$ cat src/rtl/prim_ram_1p_arb_scrub.sv
// prim_ram_1p_arb_scrub: two-host round-robin SRAM arbiter with background ECC scrubber
module prim_ram_1p_arb_scrub #(
  parameter int Depth = 512,
  parameter int Width = 32,
  parameter int ReadLatency = 1,
  parameter int ScrubInterval = 1024,
  localparam int Aw = (Depth > 1) ? $clog2(Depth) : 1
) (
  input  logic             clk_i,
  input  logic             rst_i,
  input  logic             a_req_i,
  output logic             a_gnt_o,
  input  logic             a_write_i,
  input  logic [Aw-1:0]    a_addr_i,
  input  logic [Width-1:0] a_wdata_i,
  output logic             a_rvalid_o,
  output logic [Width-1:0] a_rdata_o,
  output logic [1:0]       a_rerror_o,
  input  logic             b_req_i,
  output logic             b_gnt_o,
  input  logic             b_write_i,
  input  logic [Aw-1:0]    b_addr_i,
  input  logic [Width-1:0] b_wdata_i,
  output logic             b_rvalid_o,
  output logic [Width-1:0] b_rdata_o,
  output logic [1:0]       b_rerror_o,
  input  logic             scrub_en_i,
  output logic             ram_req_o,
  output logic             ram_write_o,
  output logic [Aw-1:0]    ram_addr_o,
  output logic [Width-1:0] ram_wdata_o,
  output logic [Width-1:0] ram_wmask_o,
  input  logic             ram_rvalid_i,
  input  logic [Width-1:0] ram_rdata_i,
  input  logic [1:0]       ram_rerror_i,
  output logic             scrub_corr_o,
  output logic             scrub_uncorr_o,
  output logic             scrub_done_o
);
  typedef enum logic [1:0] {IDLE, RD, WAIT, WB} state_e;
  localparam int Tw = $clog2(ScrubInterval);
  localparam logic [Tw-1:0] Reload = Tw'(ScrubInterval - 1);
  localparam logic [1:0] TagA = 2'd1, TagB = 2'd2, TagS = 2'd3;
  state_e state_q;
  logic [Tw-1:0] timer_q;
  logic [Aw-1:0] scrub_addr_q;
  logic [Width-1:0] wb_data_q;
  logic hazard_q, rr_q, corr_q, uncorr_q, done_q;
  logic [3:0][1:0] tag_q;
  logic [1:0] wptr_q, rptr_q, grace_q, push_tag, head;
  logic [2:0] cnt_q;
  logic wb_gnt, rd_gnt, a_gnt, b_gnt, push, pop, a_sel, b_sel, resp_s, host_hit, cancel, leave, wrap;
  // WB beats both hosts; hosts share by round-robin; scrub reads only fill idle slots
  assign wb_gnt = !rst_i && state_q == WB;
  assign a_gnt = !rst_i && state_q != WB && a_req_i && (!b_req_i || !rr_q);
  assign b_gnt = !rst_i && state_q != WB && b_req_i && (!a_req_i || rr_q);
  assign rd_gnt = !rst_i && state_q == RD && scrub_en_i && !a_req_i && !b_req_i;
  assign a_gnt_o = a_gnt;
  assign b_gnt_o = b_gnt;
  assign ram_req_o = a_gnt | b_gnt | rd_gnt | wb_gnt;
  assign ram_write_o = wb_gnt | (a_gnt & a_write_i) | (b_gnt & b_write_i);
  assign ram_addr_o = (wb_gnt || rd_gnt) ? scrub_addr_q : a_gnt ? a_addr_i : b_gnt ? b_addr_i : '0;
  assign ram_wdata_o = wb_gnt ? wb_data_q : a_gnt ? a_wdata_i : b_gnt ? b_wdata_i : '0;
  assign ram_wmask_o = '1;
  assign push = (a_gnt & !a_write_i) | (b_gnt & !b_write_i) | rd_gnt;
  assign push_tag = rd_gnt ? TagS : a_gnt ? TagA : TagB;
  assign pop = ram_rvalid_i && cnt_q != '0;
  assign head = tag_q[rptr_q];
  assign a_sel = pop && head == TagA;
  assign b_sel = pop && head == TagB;
  assign resp_s = pop && head == TagS;
  assign a_rvalid_o = a_sel;
  assign b_rvalid_o = b_sel;
  assign a_rdata_o = a_sel ? ram_rdata_i : '0;
  assign b_rdata_o = b_sel ? ram_rdata_i : '0;
  assign a_rerror_o = a_sel ? ram_rerror_i : '0;
  assign b_rerror_o = b_sel ? ram_rerror_i : '0;
  assign host_hit = state_q == WAIT && ((a_gnt && a_write_i && a_addr_i == scrub_addr_q) ||
                                        (b_gnt && b_write_i && b_addr_i == scrub_addr_q));
  assign cancel = hazard_q | host_hit;
  assign leave = (state_q == WAIT && resp_s && !(ram_rerror_i == 2'b01 && !cancel)) || state_q == WB;
  assign wrap = leave && scrub_addr_q == Aw'(Depth - 1);
  assign scrub_corr_o = corr_q;
  assign scrub_uncorr_o = uncorr_q;
  assign scrub_done_o = done_q;
  // Round-robin pointer: after a grant, favour the other host (1 = favour B)
  always_ff @(posedge clk_i or posedge rst_i)
    if (rst_i) rr_q <= 1'b0;
    else if (a_gnt || b_gnt) rr_q <= a_gnt;
  // In-order tag FIFO routing each read response back to its issuer
  always_ff @(posedge clk_i or posedge rst_i)
    if (rst_i) begin
      tag_q <= '0;
      wptr_q <= '0;
      rptr_q <= '0;
      cnt_q <= '0;
    end else begin
      if (push) tag_q[wptr_q] <= push_tag;
      wptr_q <= wptr_q + {1'b0, push};
      rptr_q <= rptr_q + {1'b0, pop};
      cnt_q <= cnt_q + {2'b0, push} - {2'b0, pop};
    end
  // Post-reset window in which stale responses from dropped reads may still land
  always_ff @(posedge clk_i or posedge rst_i)
    if (rst_i) grace_q <= 2'(ReadLatency);
    else if (grace_q != '0) grace_q <= grace_q - 2'd1;
  // Scrub FSM with interval timer, address walker and event pulses
  always_ff @(posedge clk_i or posedge rst_i)
    if (rst_i) begin
      state_q <= IDLE;
      timer_q <= Reload;
      scrub_addr_q <= '0;
      wb_data_q <= '0;
      hazard_q <= 1'b0;
      corr_q <= 1'b0;
      uncorr_q <= 1'b0;
      done_q <= 1'b0;
    end else begin
      corr_q <= 1'b0;
      uncorr_q <= 1'b0;
      done_q <= wrap;
      if (leave) scrub_addr_q <= wrap ? '0 : scrub_addr_q + Aw'(1);
      case (state_q)
        IDLE: if (scrub_en_i) begin
          state_q <= timer_q == '0 ? RD : IDLE;
          timer_q <= timer_q == '0 ? Reload : timer_q - Tw'(1);
        end
        RD: state_q <= !scrub_en_i ? IDLE : rd_gnt ? WAIT : RD;
        WAIT: begin
          if (host_hit) hazard_q <= 1'b1;
          if (resp_s) begin
            hazard_q <= 1'b0;
            corr_q <= ram_rerror_i == 2'b01;
            uncorr_q <= ram_rerror_i[1];
            wb_data_q <= ram_rdata_i;
            state_q <= (ram_rerror_i == 2'b01 && !cancel) ? WB : IDLE;
          end
        end
        WB: state_q <= IDLE;
      endcase
    end
  orphan_rvalid: assert property (@(posedge clk_i) disable iff (rst_i)
    !(ram_rvalid_i && cnt_q == '0 && grace_q == '0));
endmodule
$ cat config.mk
export PLATFORM = sky130hd
export DESIGN_NAME = prim_ram_1p_arb_scrub
export DESIGN_NICKNAME = d
export VERILOG_FILES = /design/src/rtl/prim_ram_1p_arb_scrub.sv
export SDC_FILE = /design/constraint.sdc
export NUM_CORES = 1
export LEC_CHECK = 0
export BUFFER_PORTS_ARGS = -buffer_cell sky130_fd_sc_hd__buf_2
export CAP_MARGIN = 10
export CELL_PAD_IN_SITES_DETAIL_PLACEMENT = 0
export CELL_PAD_IN_SITES_GLOBAL_PLACEMENT = 2
export CORE_MARGIN = 5
export CORE_UTILIZATION = 25
export DETAILED_ROUTE_END_ITERATION = 10
export GPL_TIMING_DRIVEN = 0
export PLACE_DENSITY = 0.9
export SETUP_SLACK_MARGIN = 0.4
export SYNTH_ARGS = -nofsm -noshare
export SYNTH_HDL_FRONTEND = slang
export SYNTH_SLANG_ARGS = --single-unit
$ cat constraint.sdc
create_clock -name clk_i -period 3.5 [get_ports clk_i]
set_input_delay 0.35 -clock clk_i [delete_from_list [all_inputs] [get_ports clk_i]]
set_output_delay 0.35 -clock clk_i [all_outputs]
set_load 0.005 [all_outputs]
# After elaboration in Yosys (flattened, before gate mapping)
# Cells that the tools add are included.
# op_classes
bitwise_logic,12
mux,32
addsub,6
n_eq_ne,13
reduce_logical,46
magnitude_cmp,3
# op_table
operator,count
$mux 32,5
$mux 9,4
$logic_and 1x1->1,24
$mux 2,11
$eq 9x9->1,2
$logic_not 10->1,1
$mux 10,1
$sub 10x1->10 const B,1
$add 9x1->9 const B,1
$eq 9x9->1 const B,1
$bwmux 8,1
$eq 2x2->1 const B,4
$logic_not 1->1,8
$or 1x1->1,8
$pmux 2 s4,1
$reduce_and 2->1,4
$mux 1,7
$eq 2x1->1 const B,3
$logic_or 1x1->1,6
$lt 2x3->1 const B,2
$ne 2x2->1 const B,3
$add 2x1->2,2
$and 1x1->1,4
$bmux 2 s2,1
other kinds (7),7
# word_totals
output_inout_bits,150
ff_bits,73
wordCells,128
inputBits,124

# Longest topological paths before layout
# Gate-level depths: netlist (run 1).
# logic_depth
depth_word,16
mapped_depth,12
depth_no_buf,11

# Worst setup path before layout (run 1)
# OpenSTA, ideal clock, no wires.
# synth_path
path_kind,input-to-output
from,in rst_i
to,out ram_addr_o[0]
slack_ns,0.477
t_arrival_ns,2.673
path_buffers,0
t_required_ns,3.150
stages,5
cell_sequence,inv_1 nand3_1 nand2_1 a222oi_1 inv_1
# synth_between
elab_chain_len,7
word_cells_on_any_way,15
cone_classes,mux: 3; reduce/logical: 12
# synth_rtl
element,line_no,text
from (decl),10,"input logic rst_i,"
$logic_not 1->1 (no source line) *,n/a,
$logic_and 1x1->1 (on tied branches),"55, 56, 57",
$logic_and 1x1->1 (on tied branches) (2 in a row),"56, 57",
$mux 9 or $logic_and 1x1->1 (tied branches),"62, 57",
$mux 9 or $logic_or 1x1->1 (tied branches),62,assign ram_addr_o = (wb_gnt || rd_gnt) ? scrub_addr_q : a_gnt ? a_addr_i : b_gnt ? b_addr_i : '0;
$mux 9 *,62,
to (decl),30,"output logic [Aw-1:0] ram_addr_o,"
# Every way passes the cells marked *; elsewhere a longest branch is shown, timed or not.

# Final worst setup path (run 1)
# layout_path
from,in rst_i
to,out ram_wdata_o[2]
# layout_between
elab_chain_len,7
word_cells_on_any_way,10
cone_classes,mux: 3; reduce/logical: 7
# layout_rtl
element,line_no,text
$logic_not 1->1 (no source line) *,n/a,
$logic_and 1x1->1,"55, 56",
$logic_and 1x1->1 (2 in a row),56,assign b_gnt = !rst_i && state_q != WB && b_req_i && (!a_req_i || rr_q);
$mux 32 (2 in a row),63,assign ram_wdata_o = wb_gnt ? wb_data_q : a_gnt ? a_wdata_i : b_gnt ? b_wdata_i : '0;
$mux 32 *,63,
to (decl),31,"output logic [Width-1:0] ram_wdata_o,"
# Marked as above.

==> results of run 1 <==
## report_power, final
group          internal (mW)  leakage, nW  switching [mW]
sequential              1.22        0.884           0.247
combinational          0.799         2.76           0.753
clock                  0.573        0.141           0.391
## worst max-delay path: cells and delay by family
| kind | cells | cell delay (ns) |
|---|---|---|
| AOI/OAI and AO/OA | 2 | 0.43 |
| buffers and inverters | 6 | 1.61 |
| and+or+nand+nor | 1 | 0.22 |
## Yosys cell counts (3+ instances only)
master,instances
and2_1,69
dfrtp_1,63
inv_1,50
a222oi_1,40
mux2_2,36
buf_4,32
nand2_1,26
xnor2_1,25
nor2_1,23
clkbuf_1,18
nand3_1,11
o21ai_0,11
dfstp_2,10
and3_1,7
buf_2,7
ha_1,7
nand4_1,6
nor2b_1,6
nand3b_1,5
buf_6,4
mux2_1,4
nor3_1,4
o211ai_1,4
o221ai_1,4
xor2_1,4
a21oi_1,3
a31o_2,3
## logic make-up (layout without fill, tap and decap cells)
logic type | count (synthesis) | after routing | share of synthesized area [%]
fa+ha+maj | 8 | 8 | 2.18
flops | 73 | 73 | 37.3
buf+inv | 114 | 373 | 11.9
simple gates | 169 | 169 | 19.5
other cells | 1 | 33 | 0.0760
compound gates | 76 | 76 | 13.9
mux | 42 | 42 | 10.0
xor+xnor | 29 | 29 | 5.15
## routing by layer
metal | global-route usage [%] | up-vias
met3 | 4.97 | 37
met2 | 27.2 | 220
met1 | 19.8 | 2266
met4 | 7.23 | 2
met5 | 0 | -
li1 | - | 2313
## layout make-up
class                   instances  area share (%)
multi-input cells             356            38.0
clock inverters                 6           0.952
inverters                      52            2.89
flip-flops and latches         73            26.4
repair buffers                243            17.8
diodes                          1          0.0359
well taps                     265            4.76
plain buffers                  62            5.73
clock buffers                  10            3.43
## worst paths after layout
path                                    to  depth (start not counted)
max reg2reg                scrub_addr_q[0]                          9
min                          wb_data_q[28]                          2
min in group asynchronous       state_q[0]                          3
max                         ram_wdata_o[2]                          9
min reg2reg                       cnt_q[2]                          1
max in group asynchronous    wb_data_q[18]                          4
## state kept, by name, summed over array words and instances (netlist names)
register and cells:
wb_data_q 32, timer_q 10, scrub_addr_q 9, tag_q 8, cnt_q 3, rptr_q 2
state_q 2, wptr_q 2, hazard_q 1, rr_q 1, scrub_corr_o 1, scrub_done_o 1
scrub_uncorr_o 1
## repair_timing
action                                  in CTS  in global routing
endpoints found under the setup margin      87                 38
hold endpoints to repair                     5                  0
gates cloned                                 0                  0
hold buffers                                 1                  0
resized for setup                            3                 16
pin swaps                                    0                  0
==> flow_summary.json, run 1 <==
{
  "clock_latency_ns": 0.34,
  "grt_usage_pct": 16.5,
  "cts_max_path_buffers": 2,
  "startpoint": "rst_i",
  "fin_ws_ns": 0.523,
  "ys_top_cells_by_area": "dfrtp_1 32%, and2_1 8.7%, mux2_2 8.2%, a222oi_1 8.1%, dfstp_2 5.3%",
  "grt_overflow_total": 0,
  "grt_setup_unrepaired": "false",
  "hold_ws_ns": 0.258,
  "h-tree-depth": 3,
  "wl_per_cell_um": 17.6,
  "start_util_pct": 25.4,
  "finalCritPeriodShare_pct": 85.0,
  "place_congestion": 0.798,
  "synth.avg_cell_area_um2": 9.64,
  "worstPathRequired_ns": 3.15,
  "synth.distinct_cells": 52,
  "yosysSeqAreaShare_pct": 37.3,
  "p_leak_nw": 3.78,
  "io_pins": 274,
  "hpwlAfterDp_um": 15000,
  "critPathCaptureType": "primary output",
  "critPathMostFrequentCell": "buf_2",
  "vias": 4838,
  "final.setup_skew_ns": 0.00856,
  "grt_pass1_wl_um": 28400,
  "grt_pass1_vias": 4964,
  "power_mw": 3.98,
  "cts_made_buffers": 9,
  "regToRegSetupSlack_ns": 0.76,
  "synthesis.area_um2": 4930,
  "seq_area_um2": 1840,
  "antenna_found_initial": 2,
  "final_util_pct": 35.8,
  "die_area_um2": 22600,
  "nets": 929,
  "ant_nets": 0,
  "drive_above_1_share_pct": 47.4,
  "post-route-drc-count": 0,
  "outcome": "finished, final reports clean",
  "setup_violations": 0,
  "cp-start-kind": "input port",
  "finalCriticalPeriod_ns": 2.98,
  "multiInputGateArea_um2": 2650,
  "path_cells": "dlygate4sd3_1 > buf_2 > a21oi_4 > nand3_1 > clkinvlp_4 > clkbuf_1 > a222oi_1 > inv_1 > buf_2",
  "post-route-cell-area_um2": 6970,
  "fillers": 2045,
  "cts.clk_slew.worst_paths_ns": 0.07,
  "cp_slowest_stage_delay_ns": 0.56,
  "vias_per_cell": 4.53,
  "dp_slack_ns": 0.587,
  "layout_commonest_cell": "buf_2",
  "final_cell_mix": "248 x buf_2, 69 x and2_1, 63 x dfrtp_1",
  "die_h_um": 150,
  "critical_path_peak_fanout": 10,
  "place_area_um2": 6620,
  "cap_violations": 0,
  "cts_root_buf": "clkbuf_16",
  "crit_arrival_ns": 2.63,
  "yosysWarnings": 0,
  "drt_pre_antenna_iters": 8,
  "ir_worst_vdd_uv": 217,
  "ys_ff_latch": 73,
  "relSlewSlack_pct": 59.4,
  "core_area_um2": 19500,
  "rows": 51,
  "routed_wirelength_um": 18800,
  "slew_violations": 0,
  "cts.sinks": 73,
  "r2r_start": "scrub_addr_q[1]",
  "wl_met2_um": 9330,
  "cpMaxStageDelayCell": "dlygate4sd3_1",
  "fmax_mhz": 336,
  "areaGrowthSynthToFinish_pct": 41.2,
  "tightest_slew_ns": 0.605,
  "cts_setup_buffers": 0,
  "cts_tree": "yes",
  "synth_cells": 512,
  "wl_met1_um": 7340,
  "final-hold-violation-count": 0,
  "synth_async_sr_flop_share_pct": 100,
  "dr_wl_met3_um": 1530,
  "routed.top_layer": "met5",
  "die_w_um": 150,
  "p_per_area_nw_per_um2": 571,
  "fin_setup_tns_ns": 0,
  "yosys.area.top_type_share_pct": 31.9,
  "instances_no_fill": 1068,
  "drt_iter0_drc": 440,
  "synth_flop_cell": "dfrtp_1",
  "synth_area_leader_cell": "dfrtp_1",
  "hold_class": "in -> reg",
  "worstHoldStart": "ram_rdata_i[28]",
  "synth_edf_count": 0,
  "portBuffers": 241,
  "dp_cells": 1050,
  "grt_max_degree": 60,
  "critPathKind": "in -> out"
}
No activity file was read; power rests on OpenSTA's default activity.
==> run 2, diff against run 1 <==
--- a/config.mk
+++ b/config.mk
@@ -7,10 +7,10 @@
 export LEC_CHECK = 0
 export BUFFER_PORTS_ARGS = -buffer_cell sky130_fd_sc_hd__buf_2
 export CAP_MARGIN = 10
-export CELL_PAD_IN_SITES_DETAIL_PLACEMENT = 0
-export CELL_PAD_IN_SITES_GLOBAL_PLACEMENT = 2
+export CELL_PAD_IN_SITES_DETAIL_PLACEMENT = 1
+export CELL_PAD_IN_SITES_GLOBAL_PLACEMENT = 1
 export CORE_MARGIN = 5
-export CORE_UTILIZATION = 25
+export CORE_UTILIZATION = 32
 export DETAILED_ROUTE_END_ITERATION = 10
 export GPL_TIMING_DRIVEN = 0
 export PLACE_DENSITY = 0.9
==> run 2 against run 1 <==
Effect of this change: global-route usage increased by 5.4 points; clock skew shrank 0.00091 ns; sequential power about the same; final cell count is 7.2% lower; sequential share of layout area increased by 0.51 points; critical path type is now reg -> out.
==> flow_summary.json, run 2 (synthesis gave the netlist of run 1 again) <==
{
  "crit_arrival_ns": 2.57,
  "drive_above_1_share_pct": 46.3,
  "grt_overflow_total": 0,
  "top_regs": "wb_data_q (32), timer_q (10), scrub_addr_q (9)",
  "startpoint": "rr_q",
  "die_area_um2": 18000,
  "post_cts_resized": 3,
  "finalCriticalPeriod_ns": 2.92,
  "critical_path_peak_fanout": 10,
  "switching_share_pct": 35.6,
  "p_comb_share_pct": 39.2,
  "critPathKind": "reg -> out",
  "post-route-drc-count": 0,
  "regMostFlops": "wb_data_q",
  "critPathCaptureType": "primary output",
  "clock_latency_ns": 0.35,
  "cts_root_buf": "clkbuf_16",
  "final.setup_skew_ns": 0.00766,
  "cp_slowest_stage_delay_ns": 0.52,
  "io_pins": 274,
  "slew_violations": 0,
  "fmax_mhz": 343,
  "portBuffers": 241,
  "grt_pass1_vias": 5576,
  "hpwlAfterDp_um": 15600,
  "cts_made_buffers": 9,
  "ant_nets": 0,
  "h-tree-depth": 3,
  "layout_commonest_cell": "buf_2",
  "hold_ws_ns": 0.148,
  "cts.clk_slew.worst_paths_ns": 0.06,
  "outcome": "finished, final reports clean",
  "cap_violations": 0,
  "rows": 45,
  "drt_iter0_drc": 431,
  "final-hold-violation-count": 0,
  "vias_per_cell": 5.13,
  "start_util_pct": 32.6,
  "core_area_um2": 15100,
  "path_cells": "nand2b_1 > nand3_1 > clkinv_1 > clkbuf_1 > a222oi_1 > inv_1 > buf_2",
  "setup_violations": 0,
  "nets": 928,
  "ir_worst_vdd_uv": 249,
  "cts_tree": "yes",
  "largest_reg_flops": 32,
  "p_switching_mw": 1.43,
  "hold_class": "in -> async",
  "wl_per_cell_um": 20.0,
  "r2r_start": "scrub_addr_q[1]",
  "grt_setup_unrepaired": "false",
  "final_cell_mix": "248 x buf_2, 69 x and2_1, 63 x dfrtp_1",
  "relSlewSlack_pct": 55.7,
  "grt_pass1_wl_um": 30600,
  "die_w_um": 134,
  "die_h_um": 134,
  "vias": 5083,
  "antenna_found_initial": 1,
  "p_int_mw": 2.59,
  "routed_wirelength_um": 19900,
  "p_clk_share_pct": 24.0,
  "cpMaxStageDelayCell": "a222oi_1",
  "place_congestion": 0.887,
  "areaGrowthSynthToFinish_pct": 38.6,
  "cts_max_path_buffers": 2,
  "seqPwrFrac_pct": 36.8,
  "cts_setup_buffers": 0,
  "drt_pre_antenna_iters": 7,
  "p_per_area_nw_per_um2": 587,
  "post-route-cell-area_um2": 6840,
  "tightest_slew_ns": 0.659,
  "finalCritPeriodShare_pct": 83.3,
  "cp-start-kind": "register",
  "grt_max_degree": 67,
  "place_area_um2": 6520,
  "p_leak_nw": 3.76,
  "cts.sinks": 73,
  "grt_usage_pct": 21.9,
  "cts_hold_buf": 0,
  "worstPathRequired_ns": 3.15
}
-- run 2: final cells by class --
type,instances,area (um2)
inverter,52,198
clock buffer,12,246
buffer,62,395
fill,1836,8310
antenna,2,5.00
multi-input combinational,356,2630
sequential,73,1840
timing repair buffer,242,1230
tap,188,235
clock inverter,4,52.6
-- run 2: worst paths after layout --
check,cells after the start,endpoint,slack [ns]
setup / recovery,7,ram_wdata_o[1],0.58
hold / removal,2,timer_q[9],0.15
setup reg to reg,10,scrub_addr_q[5],0.69
hold reg to reg,1,cnt_q[2],0.49
max in group asynchronous,3,timer_q[1],2.96
min in group clk_i,2,wb_data_q[26],0.26
-- run 2: critical path: cells and delay by family, from the launching register on --
family	cells	cell delay (ns)
compound gates	1	0.52
buf+inv	4	0.94
flops	1	0.41
simple gates	2	0.36
-- run 2: metrics by stage --
step | instances | total power [mW] | setup slack (ns) | TNS, ns | util, %
2_1_floorplan | 543 | 2.41 | 0.477 | 0 | -
3_3_place_gp | 972 | 2.96 | -0.936 | -9.84 | 42.9
3_5_place_dp | 973 | 3.06 | 0.655 | 0 | 43.1
4_1_cts | 989 | 4.04 | 0.486 | 0 | 45.1
5_1_grt | 989 | 4.28 | 0.476 | 0 | 45.1
6_report | 991 | 4.01 | 0.583 | 0 | 45.1
-- run 2: power groups by stage --
stage / Clock (mW) / Sequential (mW) / Combinational (mW)
2_1_floorplan: 0 / 1.40 / 1.01
3_3_place_gp: 0 / 1.46 / 1.50
3_5_place_dp: 0 / 1.49 / 1.57
4_1_cts: 0.974 / 1.48 / 1.59
5_1_grt: 1.01 / 1.52 / 1.75
6_report: 0.962 / 1.48 / 1.57
-- run 2: routing by layer --
layer	vias up	part of all wire, %	wire length, um	GRT usage, %
met4	0	2.7	527	7.75
li1	2311	-	-	-
met3	38	7.5	1480	7.58
met2	228	52	10300	38.2
met5	-	0	0	0
met1	2506	38	7520	24.8
==> run 3, diff against run 2 <==
==> constraint.sdc (replaced) <==
create_clock -name clk_i -period 2.8 [get_ports clk_i]
set_input_delay 0.28 -clock clk_i [delete_from_list [all_inputs] [get_ports clk_i]]
set_output_delay 0.28 -clock clk_i [all_outputs]
set_load 0.005 [all_outputs]
==> run 3 against run 2 <==
Effect of this change: final cell count grew 2.5%; routed wire length grew 20%; design area grew 13%; non-clock buffer count grew 24; sequential power grew 26%; die area is the same; clock-buffer cell count grew 1; largest power group unchanged.
==> flow_summary.json, run 3 (synthesis gave the netlist of run 1 again) <==
{
  "drt_iter0_drc": 433,
  "place_congestion": 0.900,
  "areaGrowthSynthToFinish_pct": 55.9,
  "top_regs": "wb_data_q (32), timer_q (10), scrub_addr_q (9)",
  "seq_area_um2": 1840,
  "drive_above_1_share_pct": 57.9,
  "cts_made_buffers": 9,
  "fmax_mhz": 409,
  "cp-start-kind": "register",
  "die_w_um": 134,
  "p_leak_nw": 4.11,
  "critical_path_peak_fanout": 10,
  "grtUsageMet2_pct": 39.9,
  "largest_reg_flops": 32,
  "layout_commonest_cell": "buf_2",
  "p_switching_mw": 2.08,
  "grt_pass1_vias": 5699,
  "grt_usage_pct": 22.7,
  "ant_nets": 0,
  "finalCriticalPeriod_ns": 2.45,
  "fin_setup_tns_ns": 0,
  "post-route-cell-area_um2": 7690,
  "cts_max_path_buffers": 2,
  "dp_slack_ns": -0.0204,
  "routed_wirelength_um": 23800,
  "final_cell_mix": "215 x buf_2, 60 x dfrtp_1, 50 x buf_4",
  "grt_setup_unrepaired": "true",
  "regToRegSetupSlack_ns": 0.41,
  "grt_max_degree": 40,
  "seqPwrFrac_pct": 31.8,
  "slew_violations": 0,
  "core_area_um2": 15100,
  "wl_per_cell_um": 23.4,
  "tightest_slew_ns": 0.927,
  "p_clk_share_pct": 20.2,
  "critPathCaptureType": "primary output",
  "portBuffers": 241,
  "outcome": "finished, final reports clean",
  "place_area_um2": 6530,
  "regMostFlops": "wb_data_q",
  "antenna_found_initial": 2,
  "die_h_um": 134,
  "final_util_pct": 50.8,
  "hold_class": "in -> async",
  "hold_ws_ns": 0.121,
  "drt_pre_antenna_iters": 8,
  "vias": 5367,
  "h-tree-depth": 3,
  "rows": 45,
  "worstPathRequired_ns": 2.52,
  "fin_ws_ns": 0.352,
  "grt_overflow_total": 0,
  "instances_no_fill": 1016,
  "vias_per_cell": 5.28,
  "multiInputGateArea_um2": 2880,
  "hpwlAfterDp_um": 15900,
  "crit_arrival_ns": 2.17,
  "final-hold-violation-count": 0,
  "use_met3_pct": 6.45,
  "critPathKind": "reg -> out",
  "fillers": 1734,
  "start_util_pct": 32.6,
  "p_per_area_nw_per_um2": 763,
  "switching_share_pct": 35.5,
  "power_mw": 5.87,
  "io_pins": 274,
  "cts_root_buf": "clkbuf_16",
  "p_comb_share_pct": 48.0,
  "setup_violations": 0,
  "die_area_um2": 18000,
  "cts.sinks": 73,
  "grt.met1_usage_pct": 25.5,
  "cap_violations": 0,
  "top_usage_layer": "met2",
  "ir_worst_vdd_uv": 348,
  "grt_pass1_wl_um": 31600,
  "post-route-drc-count": 0,
  "nets": 953,
  "cts_tree": "yes",
  "clock_latency_ns": 0.35,
  "cts.clk_slew.worst_paths_ns": 0.06,
  "final.setup_skew_ns": 0.00739,
  "p_int_mw": 3.78,
  "relSlewSlack_pct": 37.9,
  "finalCritPeriodShare_pct": 87.4,
  "dp_cells": 973,
  "cts_hold_buf": 0
}
-- run 3: worst paths after layout --
kind | from | endpoint | cells past startpoint
max | state_q[1] | ram_wdata_o[24] | 7
min | rst_i | wptr_q[1] | 3
max reg2reg | state_q[1] | cnt_q[2] | 11
min reg2reg | timer_q[1] | timer_q[1] | 2
max in group asynchronous | rst_i | timer_q[1] | 3
min in group clk_i | ram_rdata_i[18] | wb_data_q[18] | 2
-- run 3: timing repair --
item / CTS / global route
pin swaps: 10 / 32
endpoints found under the setup margin: 123 / 86
setup buffers: 11 / 8
gates resized for setup: 55 / 117
cloned: 1 / 5
-- run 3: critical path, stage by stage (launching register included) --
cell      delay (ns)
dfrtp_2         0.46
buf_4           0.21
nand2_8         0.12
nor2_4          0.07
clkbuf_2        0.23
a222oi_1        0.43
inv_1           0.13
buf_2           0.16
-- run 3: routing by layer --
metal  vias to the layer above  routed length, um
li1                       2360                  -
met2                       269              12700
met1                      2680               8480
met4                         0                915
met3                        58               1750
met5                         -                  0
-- run 3: power groups by stage --
stage	sequential (mW)	combinational, mW	clock, mW
floorplan	1.75	1.26	0
global placement	1.83	1.88	0
detailed placement	1.85	1.97	0
CTS	1.83	2.18	1.20
global route	1.90	3.02	1.25
finish	1.86	2.82	1.19
-- run 3: layout make-up --
type	instances	area share [%]
sequential	73	24.0
clock buffer	13	3.25
timing repair buffer	266	22.5
multi-input combinational	356	37.4
timing repair inverter	1	0.0651
buffer	62	6.46
inverter	52	2.68
tap	188	3.06
antenna	2	0.0651
clock inverter	3	0.553
